[src/rtl/fp_pkg.sv]
// Shared single-precision types and constants for the FPU slice.
package fp_pkg;

  typedef struct packed {
    logic        sign;
    logic [7:0]  exp;
    logic [22:0] frac;
  } fp32_t;

  typedef struct packed {
    logic zero;
    logic inf;
    logic nan;
  } fp_class_t;

  localparam int          FP_BIAS    = 127;
  localparam logic [31:0] FP_QNAN    = 32'h7FC00000;
  localparam logic [31:0] FP_POS_INF = 32'h7F800000;
  localparam logic [7:0]  EXP_MAX    = 8'hFF;

  typedef enum logic [2:0] {
    IDLE,
    ALIGN,
    SUB,
    NORM,
    DONE
  } fsub_state_t;

endpackage

[src/rtl/fp_classify.sv]
// Operand classifier: zero (denormals flushed), infinity, NaN.
module fp_classify
  import fp_pkg::*;
(
  input  logic [7:0]  exp,
  input  logic [22:0] frac,
  output fp_class_t   cls
);

  always_comb begin
    cls.zero = (exp == 8'd0);
    cls.inf  = (exp == EXP_MAX) && (frac == 23'd0);
    cls.nan  = (exp == EXP_MAX) && (frac != 23'd0);
  end

endmodule

[src/rtl/fp_subtractor_seq.sv]
// Multi-cycle single-precision subtractor, result = data1 - data2.
// Bit-serial alignment and normalisation, truncating arithmetic.
module fp_subtractor_seq
  import fp_pkg::*;
#(
  parameter int MAX_ALIGN = 25
) (
  input  logic        CLK,
  input  logic        nRST,
  input  logic        in_valid,
  output logic        in_ready,
  input  logic [31:0] data1,
  input  logic [31:0] data2,
  output logic        out_valid,
  input  logic        out_ready,
  output logic [31:0] result,
  output logic        overflow,
  output logic        underflow
);

  localparam int CW = $clog2(MAX_ALIGN + 1);
  localparam logic [7:0] ALIGN_CAP = 8'(MAX_ALIGN);

  fsub_state_t state, state_n;
  fp32_t a, b;
  fp_class_t c1, c2;

  logic [23:0]       big_m, small_m;
  logic [24:0]       m_r;
  logic signed [9:0] exp_r;
  logic [CW-1:0]     cnt;
  logic s1_r, s2_r, big_is_a, is_add, sign_r;

  logic        special;
  logic [31:0] spec_res;
  logic        a_big;
  logic [7:0]  ediff;
  logic [CW-1:0] d;
  logic [24:0] sub_m;
  logic        sub_sign;
  logic [24:0] norm_m;
  logic signed [9:0] norm_exp;
  logic        norm_end;
  logic [22:0] fin_frac;
  logic signed [9:0] fin_exp;
  logic        fin_sign, fin_ovf, fin_unf;
  logic [31:0] fin_res;

  assign a = data1;
  assign b = data2;

  fp_classify u_cls1 (.exp(a.exp), .frac(a.frac), .cls(c1));
  fp_classify u_cls2 (.exp(b.exp), .frac(b.frac), .cls(c2));

  always_comb begin
    special = c1.zero | c1.inf | c1.nan | c2.zero | c2.inf | c2.nan;
    spec_res = '0;
    if (c1.nan | c2.nan | (c1.inf & c2.inf & (a.sign == b.sign)))
      spec_res = FP_QNAN;
    else if (c1.inf)
      spec_res = {a.sign, FP_POS_INF[30:0]};
    else if (c2.inf)
      spec_res = {~b.sign, FP_POS_INF[30:0]};
    else if (c1.zero & c2.zero)
      spec_res = {a.sign & ~b.sign, 31'd0};
    else if (c2.zero)
      spec_res = data1;
    else
      spec_res = {~b.sign, data2[30:0]};
  end

  always_comb begin
    a_big = (a.exp >= b.exp);
    ediff = a_big ? (a.exp - b.exp) : (b.exp - a.exp);
    d = (ediff >= ALIGN_CAP) ? ALIGN_CAP[CW-1:0] : ediff[CW-1:0];
  end

  // Subtract sign follows the larger magnitude; data2 counts negated.
  always_comb begin
    sub_m = '0;
    sub_sign = s1_r;
    if (is_add) begin
      sub_m = {1'b0, big_m} + {1'b0, small_m};
    end else if (big_m >= small_m) begin
      sub_m = {1'b0, big_m - small_m};
      sub_sign = big_is_a ? s1_r : ~s2_r;
    end else begin
      sub_m = {1'b0, small_m - big_m};
      sub_sign = big_is_a ? ~s2_r : s1_r;
    end
  end

  always_comb begin
    if (m_r[24]) begin
      norm_m = m_r >> 1;
      norm_exp = exp_r + 10'sd1;
      norm_end = 1'b1;
    end else begin
      norm_m = m_r << 1;
      norm_exp = exp_r - 10'sd1;
      norm_end = m_r[22];
    end
  end

  always_comb begin
    if (state == NORM) begin
      fin_frac = norm_m[22:0];
      fin_exp = norm_exp;
      fin_sign = sign_r;
    end else begin
      fin_frac = sub_m[22:0];
      fin_exp = exp_r;
      fin_sign = sub_sign;
    end
    fin_ovf = (fin_exp >= 10'sd255);
    fin_unf = (fin_exp <= 10'sd0);
    if (fin_ovf)
      fin_res = {fin_sign, EXP_MAX, 23'd0};
    else if (fin_unf)
      fin_res = {fin_sign, 31'd0};
    else
      fin_res = {fin_sign, fin_exp[7:0], fin_frac};
  end

  always_ff @(posedge CLK or negedge nRST) begin
    if (!nRST) state <= IDLE;
    else state <= state_n;
  end

  always_comb begin
    state_n = state;
    unique case (state)
      IDLE:
        if (in_valid)
          state_n = special ? DONE : (d != '0) ? ALIGN : SUB;
      ALIGN:
        if (cnt == CW'(1)) state_n = SUB;
      SUB:
        if (sub_m == 25'd0) state_n = DONE;
        else if (sub_m[24] | ~sub_m[23]) state_n = NORM;
        else state_n = DONE;
      NORM:
        if (norm_end) state_n = DONE;
      DONE:
        if (out_valid & out_ready) state_n = IDLE;
      default: state_n = IDLE;
    endcase
  end

  assign in_ready = (state == IDLE);

  always_ff @(posedge CLK or negedge nRST) begin
    if (!nRST) begin
      big_m <= '0;
      small_m <= '0;
      m_r <= '0;
      exp_r <= '0;
      cnt <= '0;
      s1_r <= 1'b0;
      s2_r <= 1'b0;
      big_is_a <= 1'b0;
      is_add <= 1'b0;
      sign_r <= 1'b0;
      out_valid <= 1'b0;
      result <= '0;
      overflow <= 1'b0;
      underflow <= 1'b0;
    end else begin
      unique case (state)
        IDLE:
          if (in_valid) begin
            s1_r <= a.sign;
            s2_r <= b.sign;
            is_add <= a.sign ^ b.sign;
            big_is_a <= a_big;
            cnt <= d;
            big_m <= a_big ? {1'b1, a.frac} : {1'b1, b.frac};
            small_m <= a_big ? {1'b1, b.frac} : {1'b1, a.frac};
            exp_r <= {2'b00, a_big ? a.exp : b.exp};
            if (special) begin
              result <= spec_res;
              overflow <= 1'b0;
              underflow <= 1'b0;
            end
          end
        ALIGN: begin
          small_m <= small_m >> 1;
          cnt <= cnt - 1'b1;
        end
        SUB: begin
          m_r <= sub_m;
          sign_r <= sub_sign;
          if (state_n == DONE) begin
            result <= (sub_m == 25'd0) ? 32'd0 : fin_res;
            overflow <= (sub_m != 25'd0) & fin_ovf;
            underflow <= (sub_m != 25'd0) & fin_unf;
          end
        end
        NORM: begin
          m_r <= norm_m;
          exp_r <= norm_exp;
          if (norm_end) begin
            result <= fin_res;
            overflow <= fin_ovf;
            underflow <= fin_unf;
          end
        end
        // out_valid rises one edge after the result register is loaded
        DONE:
          out_valid <= ~(out_valid & out_ready);
        default: ;
      endcase
    end
  end

endmodule

[config.mk]
export PLATFORM = sky130hd
export DESIGN_NAME = fp_subtractor_seq
export DESIGN_NICKNAME = d
export VERILOG_FILES = /design/src/rtl/fp_pkg.sv /design/src/rtl/fp_classify.sv /design/src/rtl/fp_subtractor_seq.sv
export SDC_FILE = /design/constraint.sdc
export NUM_CORES = 1
export LEC_CHECK = 0
export BUFFER_PORTS_ARGS = -buffer_cell sky130_fd_sc_hd__clkbuf_2
export CORE_ASPECT_RATIO = 0.8
export CORE_UTILIZATION = 40
export DETAILED_ROUTE_END_ITERATION = 12
export HOLD_SLACK_MARGIN = 0.02
export PLACE_DENSITY = 0.59
export SLEW_MARGIN = 30
export SYNTH_ARGS = -nofsm -noshare
export SYNTH_HDL_FRONTEND = slang
export SYNTH_SLANG_ARGS = --single-unit
[constraint.sdc]
create_clock -name CLK -period 4.2 [get_ports CLK]
set_clock_uncertainty 0.2 [all_clocks]
set_input_delay 0.42 -clock CLK [delete_from_list [all_inputs] [get_ports CLK]]
set_output_delay 0.42 -clock CLK [all_outputs]
set_load 0.01 [all_outputs]
==> results of run 1 <==
-- worst register-to-register path, cell delays in order (launching register included) --
cell and delay, ps:
dfrtp_1 420, ha_1 350, buf_4 120, nor2b_1 50
buf_4 130, o21ai_0 350, a31oi_1 150, a211oi_1 350
buf_4 210, nor4_1 70, o31ai_1 350, o311ai_1 200
buf_4 170, nor2b_1 170, a31o_4 250, o31a_4 460
clkbuf_16 220, mux2_4 300
-- power by group --
part | internal (mW) | total (mW) | switching (mW)
clock | 0.853 | 1.50 | 0.643
combinational | 6.41 | 13.4 | 7.01
sequential | 1.78 | 2.21 | 0.430
-- synth_stat cells, types with 12 or more instances --
cell and n:
nand2_1 158, mux2i_1 91, nor2b_1 26, xnor2_1 22, clkbuf_1 62, nor2_1 98
a31oi_1 13, o211ai_1 12, nor3_1 35, nand4_1 19, nand3_1 20, ha_1 97
nor4_1 22, a211oi_1 31, a22oi_1 26, o22ai_1 28, a21oi_1 95, o21a_1 12
buf_1 12, o21ai_0 126, inv_1 105, mux2_4 29, dfrtp_1 131, a21o_1 23
o31ai_1 18
-- stage by stage --
step / hold WS (ps) / utilization / instance area [µm²] / TNS, ps
floorplan: -75.6 / - / 12700 / -1530
detailed placement: 272 / 0.504 / 15500 / -18400
finish: 123 / 0.556 / 17100 / -13610
CTS: 107 / 0.540 / 16600 / -9220
global route: 143 / 0.556 / 17100 / -17010
global placement: 267 / 0.504 / 15500 / -17720
-- area by class of cell --
class | count | area [µm²] | share of cell area
clock buffers | 19 | 453 | 0.0265
clock inverters | 13 | 123 | 0.00717
inverters | 105 | 394 | 0.0231
multi-input cells | 1201 | 9120 | 0.533
flip-flops and latches | 131 | 3280 | 0.192
well taps | 413 | 517 | 0.0302
repair buffers | 437 | 3210 | 0.188
-- layer usage --
metal,global-route usage,vias up,routed length (µm)
met5,0,-,0
met4,0.0583,0,449
met3,0.0436,41,3680
met2,0.420,560,19800
met1,0.466,6561,24900
li1,-,6333,-
-- kinds of logic after synthesis --
kind of cell / Yosys count / synth area share
AO/OA/AOI/OAI: 483 / 0.252
XOR/XNOR: 25 / 0.0173
adder cells (fa/ha/maj): 103 / 0.106
buffers and inverters: 198 / 0.0671
flip-flops: 131 / 0.259
multiplexers: 134 / 0.119
AND/OR/NAND/NOR: 456 / 0.180
-- state kept, by name, summed over array words and instances, names as in the netlist, 3 cells and up --
signal and flops:
big_m 24, cnt 5, exp_r 10, m_r 25, result 32, small_m 24, state 3
-- worst min path at each step --
| stage | startpoint | endpoint | slack (ps) | cells past startpoint |
|---|---|---|---|---|
| after detailed placement | s1_r | s1_r | 270 | 2 |
| after floorplan | nRST | big_is_a | -80 | 0 |
| after global placement | s1_r | s1_r | 270 | 2 |
| final | data2[16] | small_m[16] | 120 | 3 |
| after CTS | data2[16] | small_m[16] | 110 | 3 |
| after global routing | out_ready | out_valid | 140 | 3 |
-- repair_timing --
action	in CTS	in global routing
setup buffers	22	13
hold buffers	2	0
gates cloned	2	3
setup endpoints to repair	37	37
endpoints found under the hold margin	80	0
pin swaps	16	35
gates resized for setup	62	71
==> metrics.txt, run 1 <==
crit share post-route=1.10; share of layout cells above drive strength 1=0.325; DRT Wirelength=48.8 mm; CP cell instances=ha_1, buf_4, nor2b_1, buf_4, o21ai_0, a31oi_1, a211oi_1, buf_4, nor4_1, o31ai_1, o311ai_1, buf_4, nor2b_1, a31o_4, o31a_4, clkbuf_16, mux2_4; CTS tree=done; post-synthesis cell area=roughly 0.013 mm²; DIE WIDTH=around 200 µm; clock buffer depth=2; clock latency on the worst-skew pair=around 440 ps; sequential share of the synthesized area=0.259; Finished Layout Cells=roughly 2,300; largest net degree at the start of global routing=~80; I/O pin total=roughly 100; peak supply drop=approximately 360 µV; CTS Buf Count=17; max-cap violation count=0; Post-synth EDFFs=0; Final Critical Period=between 4000 and 5000 ps; Pwr per Cell Area=1000 mW/mm²; failing checks=negative setup slack; first-pass GRT wire length=74.0 mm; Slew @ Worst Pin=around 980 ps; status=complete, but fails checks; HP Class=in2reg; kind of cell adding the most delay to the critical path=compound AO/OA/AOI/OAI gates; CTS root buffer=clkbuf_16; fin worst setup slack=-418 ps; Crit Path Class=reg2reg; DP Wirelength=around 38 mm; max incr delay on CP=between 400 and 500 ps; via count=approximately 13,000; Detail Route Antenna Nets=0; Synth cell types=87; Via density=5.82; Post-route DRC=0; FF-to-FF setup slack=-420 ps; GRT Util Overall=0.296; most frequent cells in the layout=311 x buf_4, 156 x nand2_1, 129 x dfrtp_1; fmax=217 MHz; Synth Area per Inst=8.26 µm²; r2r worst-path depth=17; leakage power=just over 8 nW; Filler cells=~2,900; Initial Util=0.411; fin nets=2,064; DR WL/cell=approximately 21 µm; Worst Path Required=approximately 4300 ps; number of buffers added on ports=a little over 100; Worst setup SP type=register; initial antenna violation count=0; capture point of the worst path=result[13]; vias in the first global route=between 10,000 and 15,000; YS warnings=0; GPL Wtd Cong=~0.96; placed cells=~2,200; RSZ-0062 raised after global routing=true; Inserted Diodes=0; Worst setup EP type=register; Synth area leader=dfrtp_1; top cell type's share of synthesized area=0.259; H-Tree Level Count=4; final setup vio count=36; drt initial violations=around 1,400; # clock sinks=between 100 and 150; total core area=approximately 0.031 mm²; Crit Path Max Fanout=6; worst reg2reg path endpoint=result[13]; max_slew headroom=0.345; Stages on worst setup path=17; clock transition at the registers of the reported paths=~60 ps; pins over their slew limit=0; asr flop ratio synth=1.00; final hold viol count=0; Worst setup startpoint=small_m[6]; Die H=161 µm; total power=roughly 17 mW; Reg-to-Reg Start=small_m[6]; area grow syn2layout=35.3%; Die ar.=0.0323 mm²; cells after synthesis=between 1,500 and 2,000; cell mode on critical path=buf_4; Setup WS pre-CTS=-569 ps; CP Data Arrival Time=around 4700 ps; Row Count=between 50 and 60; Critical path buffers and inverters=5; Max stage delay cell, worst path=o31a_4; synth top area cells=dfrtp_1 26%, ha_1 9.6%, mux2i_1 7.2%; DR pass1 iterations=5; grt ovf=0; syn_nets=around 1,700; post-synthesis register bit count=approximately 130; most common cell after layout, fill and taps aside=buf_4; ys flop type=dfrtp_1
No activity file was read; power rests on OpenSTA's default activity.
==> run 2: changes to the inputs <==
--- a/config.mk
+++ b/config.mk
@@ -11,6 +11,7 @@
 export DETAILED_ROUTE_END_ITERATION = 12
 export HOLD_SLACK_MARGIN = 0.02
 export PLACE_DENSITY = 0.59
+export SETUP_SLACK_MARGIN = 0.1
 export SLEW_MARGIN = 30
 export SYNTH_ARGS = -nofsm -noshare
 export SYNTH_HDL_FRONTEND = slang
==> run 2 against run 1 <==
Effect of this change: the run still ends with negative setup slack left; first-iteration DRC count is 6.6% lower; count of clock-buffer cells in the layout stayed put; critical path depth up 1; sequential power is essentially flat; largest cell class unchanged.
==> metrics.txt, run 2 (synthesis gave the netlist of run 1 again) <==
max reg flops=32 (unchanged); r2r worst-path depth=18 (was 17); DIE WIDTH=201 µm (unchanged); drt initial violations=1,276 (was 1,366); fin worst setup slack=-421 ps (was -418 ps); Reg-to-Reg Start=small_m[9] (was small_m[6]); RSZ-0062 raised after global routing=true (unchanged); fin nets=2,065 (was 2,064); Die ar.=0.0323 mm² (unchanged); Inserted Diodes=0 (unchanged); HP Class=in2reg (unchanged); Setup WS pre-CTS=-569 ps (unchanged); DR WL/cell=21.1 µm (was 21.0 µm); pins over their slew limit=0 (unchanged); FF-to-FF setup slack=-420 ps (about the same); first-pass GRT wire length=74.0 mm (unchanged); H-Tree Level Count=4 (unchanged); max-cap violation count=0 (unchanged); leakage power=8.10 nW (was 8.09 nW); clock latency on the worst-skew pair=440 ps (about the same); number of buffers added on ports=103 (unchanged); fmax=216 MHz (was 217 MHz); clock buffer depth=2 (unchanged); status=complete, but fails checks (unchanged); fin util=0.557 (was 0.556); Post-route DRC=0 (unchanged); capture point of the worst path=result[15] (was result[13]); largest net degree at the start of global routing=82 (unchanged); Slew @ Worst Pin=990 ps (was 980 ps); DR pass1 iterations=6 (was 5); Crit Path Class=reg2reg (unchanged); Finished Layout Cells=2,320 (was 2,319); Initial Util=0.411 (unchanged); Row Count=57 (unchanged); Final Critical Period=4620 ps (about the same); Die H=161 µm (unchanged); placed cells=2,247 (unchanged); vias in the first global route=12,600 (about the same); via count=13,500 (about the same); initial antenna violation count=0 (unchanged); design area=0.0171 mm² (about the same); most common cell after layout, fill and taps aside=buf_4 (unchanged); Worst setup SP type=register (unchanged); # clock sinks=131 (unchanged); Worst Path Required=4320 ps (about the same); Via density=5.83 (was 5.82); GRT Util Overall=0.296 (unchanged); Most flops, register=result (unchanged); max_slew headroom=0.338 (was 0.345); placed instance area=0.0155 mm² (unchanged); I/O pin total=104 (unchanged); Worst setup startpoint=small_m[9] (was small_m[6]); biggest regs=result (32), m_r (25) (unchanged); peak supply drop=360 µV (was 359 µV); clock transition at the registers of the reported paths=60 ps (about the same); GPL Wtd Cong=0.955 (unchanged); CP Data Arrival Time=4750 ps (was 4730 ps); DRT Wirelength=48.9 mm (was 48.8 mm); Pwr per Cell Area=1000 mW/mm² (about the same); area grow syn2layout=35.4% (was 35.3%); CTS tree=done (unchanged); Crit Path Max Fanout=8 (was 6); crit share post-route=1.10 (about the same); grt ovf=0 (unchanged); final hold viol count=0 (unchanged); most frequent cells in the layout=312 x buf_4, 155 x nand2_1, 129 x dfrtp_1 (was 311 x buf_4, 156 x nand2_1, 129 x dfrtp_1); DP Wirelength=37.6 mm (unchanged); Worst setup EP type=register (unchanged); CTS Buf Count=17 (unchanged); worst reg2reg path endpoint=result[15] (was result[13]); Filler cells=2,909 (was 2,910); CTS root buffer=clkbuf_16 (unchanged); final setup vio count=36 (unchanged); failing checks=negative setup slack (unchanged); Detail Route Antenna Nets=0 (unchanged); share of layout cells above drive strength 1=0.326 (was 0.325); total core area=0.0307 mm² (unchanged)
[run 2: cell types whose count changed in the layout (fill, tap and decap cells not counted)]
| cell | before | now |
|---|---|---|
| buf_4 | 311 | 312 |
| nand2_1 | 156 | 155 |
| nand2_2 | 2 | 3 |
| nor3_1 | 31 | 32 |
| nor3_2 | 6 | 5 |
| o2111ai_1 | 3 | 2 |
| o2111ai_2 | 0 | 1 |
[run 2: area by class of cell]
cell class	instances	area, µm²	area share
timing repair buffer	438	3220	0.188
clock buffer	19	453	0.0265
clock inverter	13	123	0.00717
inverter	105	394	0.0230
tap	413	517	0.0302
sequential	131	3280	0.192
multi-input combinational	1201	9120	0.533
[run 2: metal layers]
metal	GRT usage	wire length, µm	vias up
met5	0	0	-
met4	0.0583	443	0
met3	0.0436	3950	44
met2	0.420	19800	588
met1	0.466	24700	6550
li1	-	-	6341
[run 2: timing repair]
item	in CTS	in global routing
buffers inserted	22	13
hold buffers	2	0
pin swaps	16	35
setup endpoints to repair	37	38
resized for setup	62	72
endpoints found under the hold margin	80	0
cloned	2	3
[run 2: worst min path at each step]
stage                     startpoint     endpoint  cells past startpoint
after floorplan                 nRST     big_is_a                      0
after global placement          s1_r         s1_r                      2
after detailed placement        s1_r         s1_r                      2
after CTS                  data2[16]  small_m[16]                      3
after global routing       data2[16]  small_m[16]                      3
final                      data1[18]    big_m[18]                      3
[run 2: where the power goes]
part	switching (mW)	internal [mW]	leakage [nW]
Combinational	7.02	6.41	6.16
Clock	0.645	0.853	0.273
Sequential	0.431	1.78	1.67
[run 2: worst max-delay path, stage by stage, from the launching register on]
cell and delay, ps:
dfrtp_2 430, ha_4 280, buf_6 80, nand4_1 220, nor3_2 360, o311ai_4 160
and4_4 250, buf_6 130, buf_4 130, or3_4 360, o311ai_2 80, xnor2_1 100
buf_4 170, nor4_4 300, and3_4 240, a31o_4 170, o31a_4 300, clkbuf_16 230
mux2_4 300
[run 2: metrics by stage]
step | setup TNS, ps | hold slack [ps] | total power, mW
2_1_floorplan | -1530 | -75.6 | 8.19
3_3_place_gp | -17720 | 267 | 13.7
3_5_place_dp | -18400 | 272 | 13.8
4_1_cts | -9220 | 107 | 16.1
5_1_grt | -17290 | 144 | 18.2
6_report | -13930 | 129 | 17.1
==> run 3: changes to the inputs <==
--- a/config.mk
+++ b/config.mk
@@ -8,9 +8,11 @@
 export BUFFER_PORTS_ARGS = -buffer_cell sky130_fd_sc_hd__clkbuf_2
 export CORE_ASPECT_RATIO = 0.8
 export CORE_UTILIZATION = 40
+export CTS_CLUSTER_DIAMETER = 100
 export DETAILED_ROUTE_END_ITERATION = 12
 export HOLD_SLACK_MARGIN = 0.02
 export PLACE_DENSITY = 0.59
+export RECOVER_POWER = 100
 export SETUP_SLACK_MARGIN = 0.1
 export SLEW_MARGIN = 30
 export SYNTH_ARGS = -nofsm -noshare
==> run 3 against run 2 <==
Effect of this change: the run ends with max-capacitance violations, max-slew violations, negative setup slack left; via count is 0.64% lower; clock power about the same; non-clock buffer count did not move; combinational power about the same; core utilization down 0.29 points; register-to-register slack gained 30 ps; maximum frequency up 0.55%.
==> metrics.txt, run 3 (synthesis gave the netlist of run 1 again) <==
Finished Layout Cells=2,320 (unchanged); clock buffer depth=2 (unchanged); Setup WS pre-CTS=-569 ps (unchanged); Detail Route Antenna Nets=0 (unchanged); CTS root buffer=clkbuf_16 (unchanged); initial antenna violation count=0 (unchanged); total power=17.1 mW (about the same); Worst setup EP type=register (unchanged); max incr delay on CP=460 ps (was 430 ps); grt ovf=0 (unchanged); fin nets=2,065 (unchanged); DRT Wirelength=48.9 mm (about the same); register area=0.00328 mm² (unchanged); status=complete, but fails checks (unchanged); Post-route DRC=0 (unchanged); Int Power=9.00 mW (was 9.05 mW); final hold viol count=0 (unchanged); proportion of power drawn by flip-flops and latches=0.129 (about the same); Die H=161 µm (unchanged); largest net degree at the start of global routing=82 (unchanged); multi-input logic area=0.00911 mm² (was 0.00912 mm²); cell mode on critical path=and4_4; most frequent cells in the layout=304 x buf_4, 156 x nand2_1, 129 x dfrtp_1 (was 312 x buf_4, 155 x nand2_1, 129 x dfrtp_1); biggest regs=result (32), m_r (25) (unchanged); max reg flops=32 (unchanged); max-cap violation count=1 (was 0); combinational share of power=0.783 (was 0.784); CP Data Arrival Time=4710 ps (was 4750 ps); failing checks=max-capacitance violations, max-slew violations, negative setup slack (was negative setup slack); DP Wirelength=37.6 mm (unchanged); Max stage delay cell, worst path=o31a_4 (was dfrtp_2); setup_tns=-13,120 ps (was -13,930 ps); Inserted Diodes=0 (unchanged); GPL Wtd Cong=0.955 (unchanged); GRT Util Overall=0.296 (unchanged); RSZ-0062 raised after global routing=true (unchanged); r2r worst-path depth=17 (was 18); Worst setup SP type=register (unchanged); CTS Buf Count=17 (unchanged); fin worst setup slack=-396 ps (was -421 ps); vias in the first global route=12,600 (unchanged); power share of the clock group=0.088 (was 0.087); Sw Ratio=0.473 (was 0.472); Die ar.=0.0323 mm² (unchanged); DR WL/cell=21.1 µm (about the same); clock transition at the registers of the reported paths=70 ps (was 60 ps); Crit Path Max Fanout=6 (was 8); clock latency on the worst-skew pair=440 ps (about the same); share of layout cells above drive strength 1=0.304 (was 0.326); Worst Path Required=4320 ps (about the same); via count=13,400 (was 13,500); Most flops, register=result (unchanged); CTS tree=done (unchanged); I/O pin total=104 (unchanged); number of buffers added on ports=103 (unchanged); final setup vio count=36 (unchanged); HP Class=in2reg (unchanged); fmax=218 MHz (was 216 MHz); area grow syn2layout=34.7% (was 35.4%); Final Critical Period=4600 ps (was 4620 ps); Slew @ Worst Pin=2080 ps (was 990 ps); total core area=0.0307 mm² (unchanged); placed cells=2,247 (unchanged); crit share post-route=1.09 (was 1.10); max_slew headroom=-0.389 (was 0.338); H-Tree Level Count=4 (unchanged); hold path depth=3 (unchanged); first-pass GRT wire length=74.0 mm (unchanged); peak supply drop=359 µV (was 360 µV); drt initial violations=1,339 (was 1,276); DR pass1 iterations=6 (unchanged); fin util=0.554 (was 0.557); Pwr per Cell Area=1000 mW/mm² (about the same); leakage power=7.97 nW (was 8.10 nW); pins over their slew limit=82 (was 0); Initial Util=0.411 (unchanged); Crit Path Class=reg2reg (unchanged); Via density=5.79 (was 5.83); CP cell instances=inv_1, ha_2, fa_2, nor2b_4, o31a_1, o311ai_4, and4_4, buf_6, nor4b_2, or3_1, and3_4, and4bb_1, and4_4, a31o_4, o31a_4, clkbuf_16, mux2_4 (was ha_4, buf_6, nand4_1, nor3_2, o311ai_4, and4_4, buf_6, buf_4, or3_4, o311ai_2, xnor2_1, buf_4, nor4_4, and3_4, a31o_4, o31a_4, clkbuf_16, mux2_4); most common cell after layout, fill and taps aside=buf_4 (unchanged); # clock sinks=131 (unchanged); Sw Pwr=8.09 mW (was 8.10 mW); Filler cells=2,936 (was 2,909); Row Count=57 (unchanged); DIE WIDTH=201 µm (unchanged)
[run 3: cell types whose count changed in the layout (fill, tap and decap cells not counted), sizes merged]
| cell | before | now |
|---|---|---|
| buf | 331 | 322 |
| clkbuf | 124 | 133 |
[run 3: layout make-up]
cell class	instances	area share
Timing Repair Buffer	438	0.185
Inverter	105	0.0232
Clock buffer	19	0.0266
Multi-Input combinational cell	1201	0.535
Tap cell	413	0.0304
Clock inverter	13	0.00721
Sequential cell	131	0.193
[run 3: per-stage QoR]
step                hold WS, ps  cell area, µm²
global placement            267           15500
floorplan                 -75.6           12700
detailed placement          272           15500
finish                      123           17000
CTS                         107           16600
global route                144           17000
[run 3: layer usage]
metal  GRT usage  vias to the layer above  part of all wire
met3      0.0436                       33             0.079
met2       0.420                      581              0.41
met5           0                        -                 0
met4      0.0583                        0            0.0085
met1       0.466                     6484              0.51
li1            -                     6338                 -
[run 3: path summary, 6_finish.rpt]
| check | from | endpoint | slack, ps |
|---|---|---|---|
| max | big_m[0] | result[13] | -400 |
| min | data2[16] | small_m[16] | 120 |
| max reg2reg | big_m[0] | result[13] | -400 |
| min reg2reg | m_r[0] | m_r[0] | 300 |
| max in group asynchronous | nRST | small_m[10] | 1180 |
| min in group asynchronous | nRST | result[7] | 930 |
[run 3: power by group through the flow]
| stage | registers [mW] | logic [mW] | clock network [mW] |
|---|---|---|---|
| floorplan | 2.22 | 5.97 | 0 |
| global placement | 2.19 | 11.5 | 0 |
| detailed placement | 2.21 | 11.6 | 0 |
| CTS | 2.20 | 12.4 | 1.52 |
| global route | 2.28 | 14.3 | 1.57 |
| finish | 2.21 | 13.4 | 1.50 |
[run 3: timing repair]
item	CTS	global route
gates cloned	2	3
resized for setup	62	72
endpoints found under the hold margin	80	0
pin swaps	16	35
endpoints found under the setup margin	37	38
setup buffers	22	13
hold buffers	2	0
[run 3: worst max-delay path, delay by kind of cell (launching register included)]
family / cells / cell delay [ps]
compound gates: 4 / 1280
fa+ha+maj: 2 / 410
buf+inv: 3 / 440
flops: 1 / 390
mux: 1 / 300
simple gates: 7 / 1430
